===== config.mk =====
export PLATFORM = sky130hd
export DESIGN_NAME = trade_recorder
export DESIGN_NICKNAME = d
export VERILOG_FILES = /design/src/rtl/trade_recorder.sv
export SDC_FILE = /design/constraint.sdc
export NUM_CORES = 1
export LEC_CHECK = 0
export CAP_MARGIN = 20
export CORE_UTILIZATION = 61
export DETAILED_ROUTE_END_ITERATION = 10
export PLACE_DENSITY = 0.85
export SLEW_MARGIN = 20
export SYNTH_ARGS = -nofsm -noshare
export SYNTH_HDL_FRONTEND = slang
export SYNTH_SLANG_ARGS = --single-unit

===== constraint.sdc =====
create_clock -name clk -period 6.3 [get_ports clk]
set_clock_uncertainty 0.1 [all_clocks]
set_input_delay 1.26 -clock clk [delete_from_list [all_inputs] [get_ports clk]]
set_output_delay 1.26 -clock clk [all_outputs]
set_load 0.02 [all_outputs]

===== src/rtl/trade_recorder.sv =====
// trade_recorder
// Records every matched order pair as a trade {seq, price, spread}. Records
// are queued in a first-word-fall-through FIFO and drained through a
// valid/ready port. The block also keeps saturating trade statistics.
//
// Ports
//   clk, rst           : clock, asynchronous active-high reset
//   in_valid           : order pair and comparison result valid this cycle
//   buy_price          : bid price (not stored; the trade executes at the ask)
//   sell_price         : ask price, recorded as the execution price
//   match_flag, spread : comparison result from the matching engine
//   stats_clr          : synchronous clear of statistics and overflow
//   out_ready          : consumer takes the head record
//   out_valid          : head record present
//   out_seq/price/spread : head record fields
//   fifo_level         : FIFO occupancy
//   trade_count, nomatch_count, drop_count : saturating event counters
//   spread_total       : saturating sum of accepted spreads
//   max_spread         : largest accepted spread
//   overflow           : sticky, set on the first drop
module trade_recorder #(
    parameter int DEPTH = 8,
    parameter int CNT_W = 16
) (
    input  logic                     clk,
    input  logic                     rst,
    input  logic                     in_valid,
    input  logic [7:0]               buy_price,
    input  logic [7:0]               sell_price,
    input  logic                     match_flag,
    input  logic [7:0]               spread,
    input  logic                     stats_clr,
    input  logic                     out_ready,
    output logic                     out_valid,
    output logic [7:0]               out_seq,
    output logic [7:0]               out_price,
    output logic [7:0]               out_spread,
    output logic [$clog2(DEPTH):0]   fifo_level,
    output logic [CNT_W-1:0]         trade_count,
    output logic [CNT_W-1:0]         nomatch_count,
    output logic [CNT_W-1:0]         drop_count,
    output logic [CNT_W+7:0]         spread_total,
    output logic [7:0]               max_spread,
    output logic                     overflow
);

    localparam int AW = $clog2(DEPTH);
    localparam int LW = AW + 1;
    localparam logic [LW-1:0] FULL_LVL = LW'(DEPTH);

    logic [23:0]   mem [DEPTH];
    logic [AW-1:0] wr_ptr;
    logic [AW-1:0] rd_ptr;
    logic [LW-1:0] count;
    logic [7:0]    seq_ctr;

    logic full;
    logic pop;
    logic accept;
    logic drop;
    logic nomatch;
    logic [CNT_W+8:0] spread_sum;

    // The trade executes at the ask, so the bid is not recorded.
    logic unused_buy;
    assign unused_buy = ^buy_price;

    assign full    = (count == FULL_LVL);
    assign pop     = out_valid && out_ready;
    // A full FIFO can still take a record when the head leaves in the same cycle.
    assign accept  = in_valid && match_flag && (!full || pop);
    assign drop    = in_valid && match_flag && full && !pop;
    assign nomatch = in_valid && !match_flag;

    // One extra bit catches the carry that signals saturation.
    assign spread_sum = {1'b0, spread_total} + {{(CNT_W+1){1'b0}}, spread};

    assign out_valid  = (count != '0);
    assign fifo_level = count;
    assign out_seq    = mem[rd_ptr][23:16];
    assign out_price  = mem[rd_ptr][15:8];
    assign out_spread = mem[rd_ptr][7:0];

    // Storage carries no reset; only entries behind the pointers are visible.
    always_ff @(posedge clk) begin
        if (accept) begin
            mem[wr_ptr] <= {seq_ctr, sell_price, spread};
        end
    end

    always_ff @(posedge clk or posedge rst) begin
        if (rst) begin
            wr_ptr  <= '0;
            rd_ptr  <= '0;
            count   <= '0;
            seq_ctr <= '0;
        end else begin
            if (accept) begin
                wr_ptr  <= wr_ptr + AW'(1);
                seq_ctr <= seq_ctr + 8'd1;
            end
            if (pop) begin
                rd_ptr <= rd_ptr + AW'(1);
            end
            case ({accept, pop})
                2'b10:   count <= count + LW'(1);
                2'b01:   count <= count - LW'(1);
                default: count <= count;
            endcase
        end
    end

    always_ff @(posedge clk or posedge rst) begin
        if (rst) begin
            trade_count   <= '0;
            nomatch_count <= '0;
            drop_count    <= '0;
            spread_total  <= '0;
            max_spread    <= '0;
            overflow      <= 1'b0;
        end else if (stats_clr) begin
            trade_count   <= '0;
            nomatch_count <= '0;
            drop_count    <= '0;
            spread_total  <= '0;
            max_spread    <= '0;
            overflow      <= 1'b0;
        end else begin
            if (accept) begin
                if (trade_count != '1) begin
                    trade_count <= trade_count + CNT_W'(1);
                end
                if (spread_sum[CNT_W+8]) begin
                    spread_total <= '1;
                end else begin
                    spread_total <= spread_sum[CNT_W+7:0];
                end
                if (spread > max_spread) begin
                    max_spread <= spread;
                end
            end
            if (drop) begin
                if (drop_count != '1) begin
                    drop_count <= drop_count + CNT_W'(1);
                end
                overflow <= 1'b1;
            end
            if (nomatch && (nomatch_count != '1)) begin
                nomatch_count <= nomatch_count + CNT_W'(1);
            end
        end
    end

endmodule


==> results of run 1 <==
registers in the layout, indices dropped and copies added (netlist names), 3 cells and up:
name	flops
rd_ptr	3
nomatch_count	16
seq_ctr	8
fifo_level	4
trade_count	16
max_spread	8
mem	192
wr_ptr	3
spread_total	24
drop_count	16
report_power, final:
part / internal (mW) / switching [mW]
Combinational: 0.789 / 0.739
Sequential: 2.24 / 0.196
Clock: 1.05 / 0.706
Total: 4.08 / 1.64
placed cells by master (no fill, tap or decap), types with 4 or more instances in the layout:
cell type,n
edfxtp_1,192
clkdlybuf4s50_1,130
dfrtp_1,97
nor2_1,79
mux4_2,48
nand2_1,44
xnor2_1,30
clkbuf_16,29
xor2_1,27
nor3_1,25
mux2_2,25
ha_1,24
nand4_1,22
nand3_1,22
a21oi_1,21
inv_1,19
buf_4,14
mux2i_1,13
and3_1,11
o21ai_0,9
a211oi_1,7
a311oi_1,7
and4_1,7
clkbuf_1,7
a31oi_1,6
clkinv_2,6
nand2b_1,5
bufinv_16,5
nor2b_1,4
a21o_1,4
clkinv_1,4
worst max-delay path: cells and delay by family, from the launching register on:
family,cells,cell delay (ps)
muxes,2,910
DFF,1,350
buffers and inverters,2,990
worst paths after layout:
| check | end | slack (ps) | depth (start not counted) |
|---|---|---|---|
| max | out_seq[1] | 2120 | 4 |
| min | overflow$_DFFE_PP0P_ | 430 | 2 |
| max reg2reg | spread_total[11]$_DFFE_PP0P_ | 3600 | 8 |
| min reg2reg | overflow$_DFFE_PP0P_ | 430 | 2 |
| max in group asynchronous | nomatch_count[8]$_DFFE_PP0P_ | 3900 | 3 |
| min in group asynchronous | seq_ctr[4]$_DFFE_PP0P_ | 1070 | 2 |
area by class of cell:
class	count	area, µm²
flip-flops and latches	291	8250
fillers	1169	4940
multi-input cells	503	4250
repair buffers	145	1410
clock buffers	36	752
well taps	270	338
clock inverters	18	220
inverters	20	77.6
kinds of logic (layout without fill, tap and decap cells):
group / count (synthesis) / in the layout
compound gates: 85 / 85
mux: 86 / 86
fa+ha+maj: 26 / 26
buf+inv: 48 / 219
flops: 291 / 291
simple gates: 249 / 249
xor+xnor: 57 / 57
per-stage QoR:
step           instances  instance area [µm²]
3_5_place_dp        1229                14300
3_3_place_gp        1229                14300
4_1_cts             1283                15300
2_1_floorplan        842                12600
5_1_grt             1283                15300
6_report            1283                15300
layer usage:
metal  part of all wire  vias up  track usage
met2               0.51      287        0.465
met1               0.41     3951        0.356
met5                  0        -            0
met3              0.065       44       0.0502
li1                   -     3516            -
met4              0.022        0       0.0647
==> results.md, run 1 <==
- Port-buffer cells: 131
- Synth area leaders: edfxtp_1, dfrtp_1, mux4_2
- Post-layout util: 0.756
- CTS H-tree lvls: 1
- Die Span Y: 146 µm
- Post-Synthesis Cells: 842
- Synth top area share: 0.457
- Syn avg cell area: 15.0 µm²
- Total power: 5.72 mW
- XOR/XNOR share of the synthesized area: 0.0395
- CP Max Fanout: 27
- Dpl hpwl: 16,300 µm
- Root Driver: clkbuf_16
- RR Startpoint: spread_total[0]$_DFFE_PP0P_
- First-pass GRT wire length: 44,100 µm
- Fraction of registers with async set or reset after synthesis: 0.340
- Num rows: 52
- Die Width: 146 µm
- Critical Path, Cell by Cell: buf_4 -> mux4_2 -> mux2_2 -> clkdlybuf4s50_1
- Hold Buf Count CTS: 0
- Number of buffers created by CTS: 29
- Longest Clk Path Bufs: 3
- Avg Vias per Cell: 6.08
- Arr. time, crit path: 2820 ps
- Crit-path max cell delay: 590 ps
- Top post-synthesis cells by count: edfxtp_1, dfrtp_1, nor2_1, mux4_2, nand2_1
- #FFs+latches synth: 291
- Status: completed
- Unrepaired setup endpoints after global routing: false
- Worst-margin pin slew: 901 ps
- Area grow syn2layout: 21.2%
- Routed via count: 7,798
- PostCTS Resize Cnt: 0
- Routability cong.: 0.831
- Post-CTS Setup Repair Bufs: 0
- Clk sinks: 291
- Core ar.: 20,200 µm²
- Simple-gate share of the synthesized area: 0.0982
- Die area: 21,300 µm²
- Final setup fails: 0
- Routed WL: 27,500 µm
- Max Slew Vio Count: 0
- Number of diodes: 0
- Min cycle time layout: 4180 ps
- Sequential area share after synthesis: 0.653
- Critical path class: reg -> out
- Initial DRC count: 467
- CP Data Required Time: 4940 ps
- Nets@finish: 1,046
- CTS tree: built
- Post-synth top area cell: edfxtp_1
- Warnings, synthesis: 0
- Static Leak: 5.52 nW
- Main synth FF type: edfxtp_1
- GR Overflow Total: 0
- Initial antenna violation count: 0
- Final worst-path cycle share: 0.664
- Unique cell type count in the Yosys netlist: 62
- Largest net degree at the start of global routing: 82
- Max-Cap Viols: 0
- Fraction of synthesized area in multiplexers: 0.118
- Most common cell in the netlist: edfxtp_1
- Worst setup EP type: primary output
- P per Cell Area: 374 nW/µm²
- Total Routing Usage GR: 0.269
- Slew HR: 0.398
- Share of layout cells above drive strength 1: 0.157
- Vias in the first global route: 7,967
- Crit path launch type: flip-flop
- Clk slew on worst S/H paths: 60 ps
- Starting Density: 0.624
- Crit path from: rd_ptr[0]$_DFFE_PP0P_
- WHS: 429 ps
- Setup TNS: 0 ps
- Final hold vios: 0
- Post-route DRC: 0
- Clock Latency Late Sink: 550 ps
- Maximum vdd drop: 251 µV
- DRT Pass-1 Iters: 5
- Remaining antenna violation count: 0
- Largest family of logic cells by synthesized area: multiplexers
- Final WS setup: 2120 ps
- CP max stage cell: mux4_2
- Dpl ws: 2040 ps
- Post-Syn Area: 12,600 µm²
- Io pins: 140
- Routed WL per cell: 21.5 µm
- Post-synthesis compound-gate area fraction: 0.0492
- Post-synth EDFFs: 192
- Worst hold path class: reg -> reg
- HP Start: overflow$_DFFE_PP0P_
- Peak Freq: 0.239 GHz
- Syn nets: 898
- Adder-Cell Fraction of Synth Area: 0.0270
(Power assumes the default switching activity.)
==> inputs of run 2 (changes only) <==
Settings changed: CORE_UTILIZATION 61 to 56, PLACE_DENSITY 0.85 to 0.79.
Clock period 6.3 ns to 3.91 ns, I/O delays scaled along.
==> results.md, run 2 (same netlist as run 1, synthesis figures left out) <==
- Status: complete, but fails checks (was completed)
- Failing checks: design-rule violations
- CP Data Required Time: 3030 ps (was 4940 ps)
- Final worst-path cycle share: 0.968
- Remaining antenna violation count: 0 (unchanged)
- Num rows: 54 (was 52)
- Worst-margin pin slew: 723 ps (was 901 ps)
- Vias in the first global route: 7,937 (was 7,967)
- Number of buffers created by CTS: 29 (unchanged)
- Final setup fails: 0 (unchanged)
- Initial antenna violation count: 0 (unchanged)
- Top Family by Delay on Critical Path: multiplexers (was buffers and inverters)
- Starting Density: 0.575 (was 0.624)
- Die Width: 152 µm (was 146 µm)
- Max Slew Vio Count: 0 (unchanged)
- Worst setup EP type: primary output (unchanged)
- Final hold vios: 0 (unchanged)
- Routability cong.: 0.836 (was 0.831)
- Core ar.: 22,000 µm² (was 20,200 µm²)
- First-pass GRT wire length: 43,300 µm (was 44,100 µm)
- Routed WL: 26,900 µm (was 27,500 µm)
- Root Driver: clkbuf_16 (unchanged)
- Total power: 9.30 mW (was 5.72 mW)
- CP max stage cell: dfrtp_4 (was mux4_2)
- Clk sinks: 291 (unchanged)
- CTS tree: built (unchanged)
- Peak Freq: 0.264 GHz
- Io pins: 140 (unchanged)
- Min cycle time layout: 3780 ps
- Die area: 23,100 µm² (was 21,300 µm²)
- P per Cell Area: 598 nW/µm² (was 374 nW/µm²)
- Seq. cell area: 8250 µm² (unchanged)
- Post-layout util: 0.708 (was 0.756)
- Number of diodes: 0 (unchanged)
- Max reg flops: 192 (unchanged)
- Avg Vias per Cell: 5.94 (was 6.08)
- Crit-path max cell delay: 640 ps (was 590 ps)
- Clk slew on worst S/H paths: 70 ps (was 60 ps)
- Largest net degree at the start of global routing: 55 (was 82)
- Multi-input combinational cell area: 4250 µm² (about the same)
- PostCTS Resize Cnt: 0 (unchanged)
- DRT Pass-1 Iters: 8 (was 5)
- GR Overflow Total: 0 (unchanged)
- Area grow syn2layout: 23.1% (was 21.2%)
- Nets@finish: 1,065 (was 1,046)
- Initial DRC count: 528 (was 467)
- WP buf/inv: 2 (unchanged)
- CP Max Fanout: 15 (was 27)
- Routed WL per cell: 20.5 µm (was 21.5 µm)
- Max-Cap Viols: 0 (unchanged)
- Static Leak: 5.65 nW (was 5.52 nW)
- Worst hold path class: reg -> reg (unchanged)
- Share of layout cells above drive strength 1: 0.176 (was 0.157)
- Dpl hpwl: 16,600 µm (was 16,300 µm)
- Routed via count: 7,794 (was 7,798)
- Total Routing Usage GR: 0.239 (was 0.269)
- CTS H-tree lvls: 1 (unchanged)
- Longest Clk Path Bufs: 3 (unchanged)
- Port-buffer cells: 131 (unchanged)
- Regs by FF count: mem: 192 flops, spread_total: 24 flops (unchanged)
- Critical path class: reg -> out (unchanged)
- Die Span Y: 152 µm (was 146 µm)
- Slew HR: 0.518 (was 0.398)
- Commonest non-fill, non-tap cells in the layout: edfxtp_1, clkdlybuf4s50_1, dfrtp_1, nor2_1, mux4_2 (unchanged)
- WHS: 384 ps (was 429 ps)
- Post-route DRC: 13 (was 0)
- Fill count: 1,430 (was 1,169)
- Arr. time, crit path: 2900 ps (was 2820 ps)
- Critical Path, Cell by Cell: buf_12 -> mux4_2 -> mux2_2 -> clkdlybuf4s50_1 (was buf_4 -> mux4_2 -> mux2_2 -> clkdlybuf4s50_1)
- Largest Register: mem (unchanged)
- Clock Latency Late Sink: 560 ps (was 550 ps)
- Maximum vdd drop: 394 µV (was 251 µV)
- Crit path launch type: flip-flop (unchanged)
- Unrepaired setup endpoints after global routing: false (unchanged)
- Commonest non-fill, non-tap cell in the layout: edfxtp_1 (unchanged)
[run 2: cell count changes in the layout (fill, tap and decap cells not counted), moves of 3 or more]
cell       change
buf_12         +5
buf_4         +14
bufinv_16      -3
clkbuf_8       +6
clkinv_1       -4
[run 2: layer usage]
| layer | vias to the layer above | GRT usage | wire (µm) |
|---|---|---|---|
| met2 | 247 | 0.405 | 13500 |
| li1 | 3559 | - | - |
| met1 | 3941 | 0.317 | 11000 |
| met4 | 0 | 0.0680 | 650 |
| met3 | 47 | 0.0464 | 1750 |
| met5 | - | 0 | 0 |
[run 2: what timing repair did]
item,CTS,global route
setup buffers,1,0
hold buffers,0,0
setup endpoints to repair,10,0
[run 2: worst paths after layout]
kind	slack (ps)	start	to	cells after the start
setup reg to reg	1310	spread_total[0]$_DFFE_PP0P_	spread_total[11]$_DFFE_PP0P_	8
min in group asynchronous	600	rst	drop_count[7]$_DFFE_PP0P_	2
hold reg to reg	380	rd_ptr[2]$_DFFE_PP0P_	rd_ptr[2]$_DFFE_PP0P_	1
max in group asynchronous	2410	rst	max_spread[6]$_DFFE_PP0P_	3
setup / recovery	130	rd_ptr[0]$_DFFE_PP0P_	out_spread[2]	4
hold / removal	380	rd_ptr[2]$_DFFE_PP0P_	rd_ptr[2]$_DFFE_PP0P_	1
[run 2: layout make-up]
class	instances	share of cell area
tap	280	0.0225
inverter	20	0.00499
sequential	291	0.531
multi-input combinational	503	0.274
clock buffer	42	0.0551
timing repair buffer	164	0.104
clock inverter	12	0.00862
[run 2: power by group]
| part | switching [mW] | internal, mW |
|---|---|---|
| clock network | 1.16 | 1.66 |
| logic | 1.25 | 1.35 |
| registers | 0.276 | 3.61 |
| total | 2.68 | 6.62 |
[run 2: worst reg2reg max path: stages, from the launching register on]
cell and delay (ps):
dfrtp_1 400, ha_1 220, fa_1 430, a211oi_1 360
o21ai_2 150, nand4_1 260, nand2_1 220, nor3b_1 260
nor3_1 70
[run 2: stage by stage]
stage | std cells | instance area (µm²) | worst slack (ps) | TNS, ps
final | 1312 | 15500 | 126 | 0
after global routing | 1312 | 15500 | 52.7 | 0
after CTS | 1312 | 15500 | 94.3 | 0
after detailed placement | 1257 | 14500 | 340 | 0
after global placement | 1257 | 14500 | 394 | 0
after floorplan | 842 | 12600 | -116 | -7290
